## config.mk

```make
export PLATFORM = sky130hd
export DESIGN_NAME = button_debounce
export DESIGN_NICKNAME = d
export VERILOG_FILES = /design/src/rtl/button_debounce.sv
export SDC_FILE = /design/constraint.sdc
export NUM_CORES = 1
export LEC_CHECK = 0
export CORE_ASPECT_RATIO = 0.7
export CORE_UTILIZATION = 25
export CTS_CLUSTER_DIAMETER = 80
export DETAILED_ROUTE_END_ITERATION = 8
export DONT_BUFFER_PORTS = 1
export GPL_TIMING_DRIVEN = 1
export HOLD_SLACK_MARGIN = 0.12
export MAX_ROUTING_LAYER = met4
export SYNTH_ARGS = -nofsm -noshare
export SYNTH_HDL_FRONTEND = slang
export SYNTH_SLANG_ARGS = --single-unit
```

## constraint.sdc

```tcl
create_clock -name clk -period 2.6 [get_ports clk]
set_input_delay 0.13 -clock clk [delete_from_list [all_inputs] [get_ports clk]]
set_output_delay 0.13 -clock clk [all_outputs]
set_load 0.01 [all_outputs]
```

## src/rtl/button_debounce.sv

```systemverilog
// Debounced push-button: 2-flop synchronizer, press/release debounce FSM, press counter.
// Define BUTTON_DEBOUNCE_LONG_PRESS_EN to build the long-press hold counter and LONG_HELD state.
module button_debounce #(
  parameter int unsigned CLK_FREQ_HZ   = 50000000,
  parameter int unsigned DEBOUNCE_MS   = 20,
  parameter int unsigned LONG_PRESS_MS = 1000,
  parameter bit          ACTIVE_LOW    = 1'b1
) (
  input  logic       clk,
  input  logic       rst_n,
  input  logic       btn_in,
  output logic       btn_level,
  output logic       press_pulse,
  output logic       release_pulse,
  output logic       long_pulse,
  output logic [7:0] press_count
);

  localparam int unsigned DEB_CYCLES  = (CLK_FREQ_HZ / 1000) * DEBOUNCE_MS;
  localparam int unsigned LONG_CYCLES = (CLK_FREQ_HZ / 1000) * LONG_PRESS_MS;
  localparam int unsigned CNT_W       = $clog2(LONG_CYCLES + 1);
  // The IDLE/PRESSED sample that starts a debounce window counts as the first of DEB_CYCLES.
  localparam logic [CNT_W-1:0] DEB_LAST = CNT_W'(DEB_CYCLES - 2);
  localparam logic RELEASED = ACTIVE_LOW;

`ifdef BUTTON_DEBOUNCE_LONG_PRESS_EN
  typedef enum logic [2:0] {IDLE, PRESS_DEB, PRESSED, LONG_HELD, RELEASE_DEB} state_t;
  localparam logic [CNT_W-1:0] HOLD_LAST = CNT_W'(LONG_CYCLES - 1);
  logic [CNT_W-1:0] hold_q, hold_d;
  logic             from_long_q, from_long_d;
  logic             long_pulse_q, long_pulse_d;
`else
  typedef enum logic [1:0] {IDLE, PRESS_DEB, PRESSED, RELEASE_DEB} state_t;
`endif

  state_t           state_q, state_d;
  logic [CNT_W-1:0] deb_cnt_q, deb_cnt_d;
  logic             sync1_q, sync1_d, sync2_q, sync2_d;
  logic             btn_level_q, btn_level_d;
  logic             press_pulse_q, press_pulse_d;
  logic             release_pulse_q, release_pulse_d;
  logic [7:0]       press_count_q, press_count_d;
  logic             s;

  assign s = sync2_q ^ RELEASED;

  always_comb begin
    sync1_d         = btn_in;
    sync2_d         = sync1_q;
    state_d         = state_q;
    deb_cnt_d       = deb_cnt_q;
    btn_level_d     = btn_level_q;
    press_pulse_d   = 1'b0;
    release_pulse_d = 1'b0;
    press_count_d   = press_count_q;
`ifdef BUTTON_DEBOUNCE_LONG_PRESS_EN
    hold_d          = hold_q;
    from_long_d     = from_long_q;
    long_pulse_d    = 1'b0;
`endif
    case (state_q)
      IDLE: begin
        if (s) begin
          state_d   = PRESS_DEB;
          deb_cnt_d = '0;
        end
      end
      PRESS_DEB: begin
        if (!s) begin
          state_d   = IDLE;
          deb_cnt_d = '0;
        end else if (deb_cnt_q >= DEB_LAST) begin
          state_d       = PRESSED;
          deb_cnt_d     = '0;
          btn_level_d   = 1'b1;
          press_pulse_d = 1'b1;
          press_count_d = press_count_q + 8'd1;
`ifdef BUTTON_DEBOUNCE_LONG_PRESS_EN
          hold_d        = '0;
          from_long_d   = 1'b0;
`endif
        end else begin
          deb_cnt_d = deb_cnt_q + CNT_W'(1);
        end
      end
      PRESSED: begin
        if (!s) begin
          state_d   = RELEASE_DEB;
          deb_cnt_d = '0;
`ifdef BUTTON_DEBOUNCE_LONG_PRESS_EN
          from_long_d = 1'b0;
        end else if (hold_q >= HOLD_LAST) begin
          state_d      = LONG_HELD;
          long_pulse_d = 1'b1;
        end else begin
          hold_d = hold_q + CNT_W'(1);
`endif
        end
      end
`ifdef BUTTON_DEBOUNCE_LONG_PRESS_EN
      LONG_HELD: begin
        if (!s) begin
          state_d     = RELEASE_DEB;
          deb_cnt_d   = '0;
          from_long_d = 1'b1;
        end
      end
`endif
      RELEASE_DEB: begin
        if (s) begin
          // Short release bounce: resume the originating state, hold count untouched.
`ifdef BUTTON_DEBOUNCE_LONG_PRESS_EN
          state_d = from_long_q ? LONG_HELD : PRESSED;
`else
          state_d = PRESSED;
`endif
          deb_cnt_d = '0;
        end else if (deb_cnt_q >= DEB_LAST) begin
          state_d         = IDLE;
          deb_cnt_d       = '0;
          btn_level_d     = 1'b0;
          release_pulse_d = 1'b1;
        end else begin
          deb_cnt_d = deb_cnt_q + CNT_W'(1);
        end
      end
      default: state_d = IDLE;
    endcase
  end

  always_ff @(posedge clk) begin
    if (!rst_n) begin
      state_q         <= IDLE;
      deb_cnt_q       <= '0;
      sync1_q         <= RELEASED;
      sync2_q         <= RELEASED;
      btn_level_q     <= 1'b0;
      press_pulse_q   <= 1'b0;
      release_pulse_q <= 1'b0;
      press_count_q   <= '0;
`ifdef BUTTON_DEBOUNCE_LONG_PRESS_EN
      hold_q          <= '0;
      from_long_q     <= 1'b0;
      long_pulse_q    <= 1'b0;
`endif
    end else begin
      state_q         <= state_d;
      deb_cnt_q       <= deb_cnt_d;
      sync1_q         <= sync1_d;
      sync2_q         <= sync2_d;
      btn_level_q     <= btn_level_d;
      press_pulse_q   <= press_pulse_d;
      release_pulse_q <= release_pulse_d;
      press_count_q   <= press_count_d;
`ifdef BUTTON_DEBOUNCE_LONG_PRESS_EN
      hold_q          <= hold_d;
      from_long_q     <= from_long_d;
      long_pulse_q    <= long_pulse_d;
`endif
    end
  end

  assign btn_level     = btn_level_q;
  assign press_pulse   = press_pulse_q;
  assign release_pulse = release_pulse_q;
  assign press_count   = press_count_q;
`ifdef BUTTON_DEBOUNCE_LONG_PRESS_EN
  assign long_pulse    = long_pulse_q;
`else
  assign long_pulse    = 1'b0;
`endif

endmodule

```

==> impl_metrics.yaml <==
status:
  status: "completed"
route:
  dr.pass1.iters: 4
  drt_iter0_markers: 154
  drtAntennaViolNets: 0
  wl_um: 4760
  wl_per_cell_um: 13.8
  drc: 0
  vias: 1818
  vias_per_cell: 5.25
clock_network:
  cts_tree: "yes"
  post_cts_buffers: 0
  h-tree-depth: 2
  post_cts_resized: 0
  root_buffer: "clkbuf_16"
  clk_pin_slew_ps: 60
  insertion_delay_ps: 280
  hold_buffers: 2
  numCtsBuffers: 5
  clock-sinks: 41
  clock_path_buffers: 2
synth:
  synth-edff-count: 0
  async_flop_share_pct: 0
  synthTopCellsByArea: "dfxtp_1 40%, nand2_1 5.3%, or4_1 4.4%"
  ys_warn_count: 0
  synth_area_um2: 2050
  yosysSeqAreaShare_pct: 40.1
  netlist_instances: 250
  synth_top_area_share_pct: 40.1
  syn-num-nets: 256
  synth-seq-cells: 41
  ys.flop_type: "dfxtp_1"
  synth.avg_cell_area_um2: 8.19
  yosysUniqueCellTypes: 46
  yosysTopAreaCell: "dfxtp_1"
sta:
  clock_skew_ps: 4.49
  maxSlewHeadroom_pct: 50.5
  setup_slack_ps: 331
  tns_ps: 0
  finalSetupViolCount: 0
  tightest_slew_ps: 742
  hold_viol_final: 0
  fin_crit_ps: 2270
  fmax_mhz: 441
  fin_crit_sh_pct: 87.3
  rsz0062_at_grt: "false"
  slew_violations: 0
grt:
  gr-total-overflow: 0
  grt_antenna_before_repair: 0
  grtUsageTotal_pct: 12.2
  first_global_vias: 1594
  grt_pass1_wl_um: 8100
  grt_max_degree: 28
critical_path:
  cp.required_ps: 2810
  cp-end-kind: "register"
  critPathLaunchType: "register"
  path_max_fanout: 18
  worstSetupPathType: "register to register"
  r2r_slack_ps: 330
  worstPathArrival_ps: 2480
placement:
  place_ws_ps: 385
  io_buffers: 0
  place_hpwl_um: 3230
  placed_area_um2: 2150
  gp_congestion: 0.812
power:
  power_density_nw_per_um2: 602
  p_leak_nw: 0.698
  ir_drop_mv: 0.302
  power.total_mw: 1.40
floorplanning:
  dieWidth_um: 110
  die_h_um: 77.7
  ios: 15
  dieArea_um2: 8560
  core_um2: 7910
  rows: 27
  initial_utilization_pct: 25.9
cells_and_area:
  nets: 251
  mostFrequentLayoutCell: "dfxtp_1"
  synthToLayoutAreaGrowth_pct: 13.6
  utilization_pct: 29.4
  drive_above_1_share_pct: 8.57
  layout_common_cells: "41 x dfxtp_1, 29 x nand2_1, 17 x nand3_1"
  n_antenna_cell: 0
  final_area_um2: 2330
job:
  maxCapViolCount: 0
worst_hold_path:
  hold_path.class: "register to register"
[worst max-delay path, stage by stage, from the launching register on]
cell and delay (ps):
dfxtp_1 360, nor4_2 420, a311o_2 270, o2111ai_1 230, buf_12 230, or4_1 500, a31oi_1 180
[layout make-up]
| type | instances | area (µm²) |
|---|---|---|
| clock inverters | 2 | 35.0 |
| well taps | 101 | 126 |
| repair buffers | 8 | 77.6 |
| clock buffers | 5 | 125 |
| flip-flops and latches | 41 | 821 |
| multi-input cells | 184 | 1120 |
| inverters | 5 | 18.8 |
| fillers | 851 | 5580 |
[through the flow]
| stage | instances | hold WS, ps |
|---|---|---|
| 2_1_floorplan | 250 | 203 |
| 3_3_place_gp | 337 | 204 |
| 3_5_place_dp | 337 | 209 |
| 4_1_cts | 346 | 430 |
| 5_1_grt | 346 | 443 |
| 6_report | 346 | 430 |
[synth_stat cells, types with 3 or more instances]
library cell and number:
dfxtp_1 41, nand2_1 29, nand3_1 17, a31oi_1 14, a21oi_1 13, clkbuf_1 12, or3_1 12, or4_1 12
nand4_1 9, nor2_1 9, and3_1 8, o31ai_1 8, and2_1 5, inv_1 5, buf_2 4, nor3_1 4
o211ai_1 4, or2_2 4, and4_1 3, ha_1 3, o21ai_0 3
[path summary, 6_finish.rpt]
kind            startpoint       endpoint  cells past startpoint
min                sync1_q        sync2_q                      1
max          deb_cnt_q[10]  deb_cnt_q[12]                      6
max reg2reg  deb_cnt_q[10]  deb_cnt_q[12]                      6
min reg2reg        sync1_q        sync2_q                      1
[routing by layer]
| layer | share of wire, % | GRT usage [%] |
|---|---|---|
| met5 | 0 | - |
| met4 | 0.27 | 2.37 |
| met2 | 40 | 15.9 |
| met1 | 54 | 18.4 |
| met3 | 6.1 | 3.53 |
[registers in the layout (all words and copies together) (netlist names), named ones only]
register / cells
deb_cnt_q: 26
state_q: 1
btn_level: 1
release_pulse: 1
sync2_q: 1
press_count: 8
press_pulse: 1
sync1_q: 1
[where the power goes]
group | total, mW | switching (mW) | internal [mW]
logic | 0.0707 | 0.0476 | 0.0231
registers | 0.644 | 0.00915 | 0.635
clock network | 0.685 | 0.240 | 0.445
[logic make-up after synthesis]
group | synth area share (%)
buf+inv | 5.07
xor+xnor | 0.428
fa+ha+maj | 1.83
simple gates | 33.2
compound gates | 19.2
other cells | 0.183
flops | 40.1
Power figures use the tool's default switching activity.
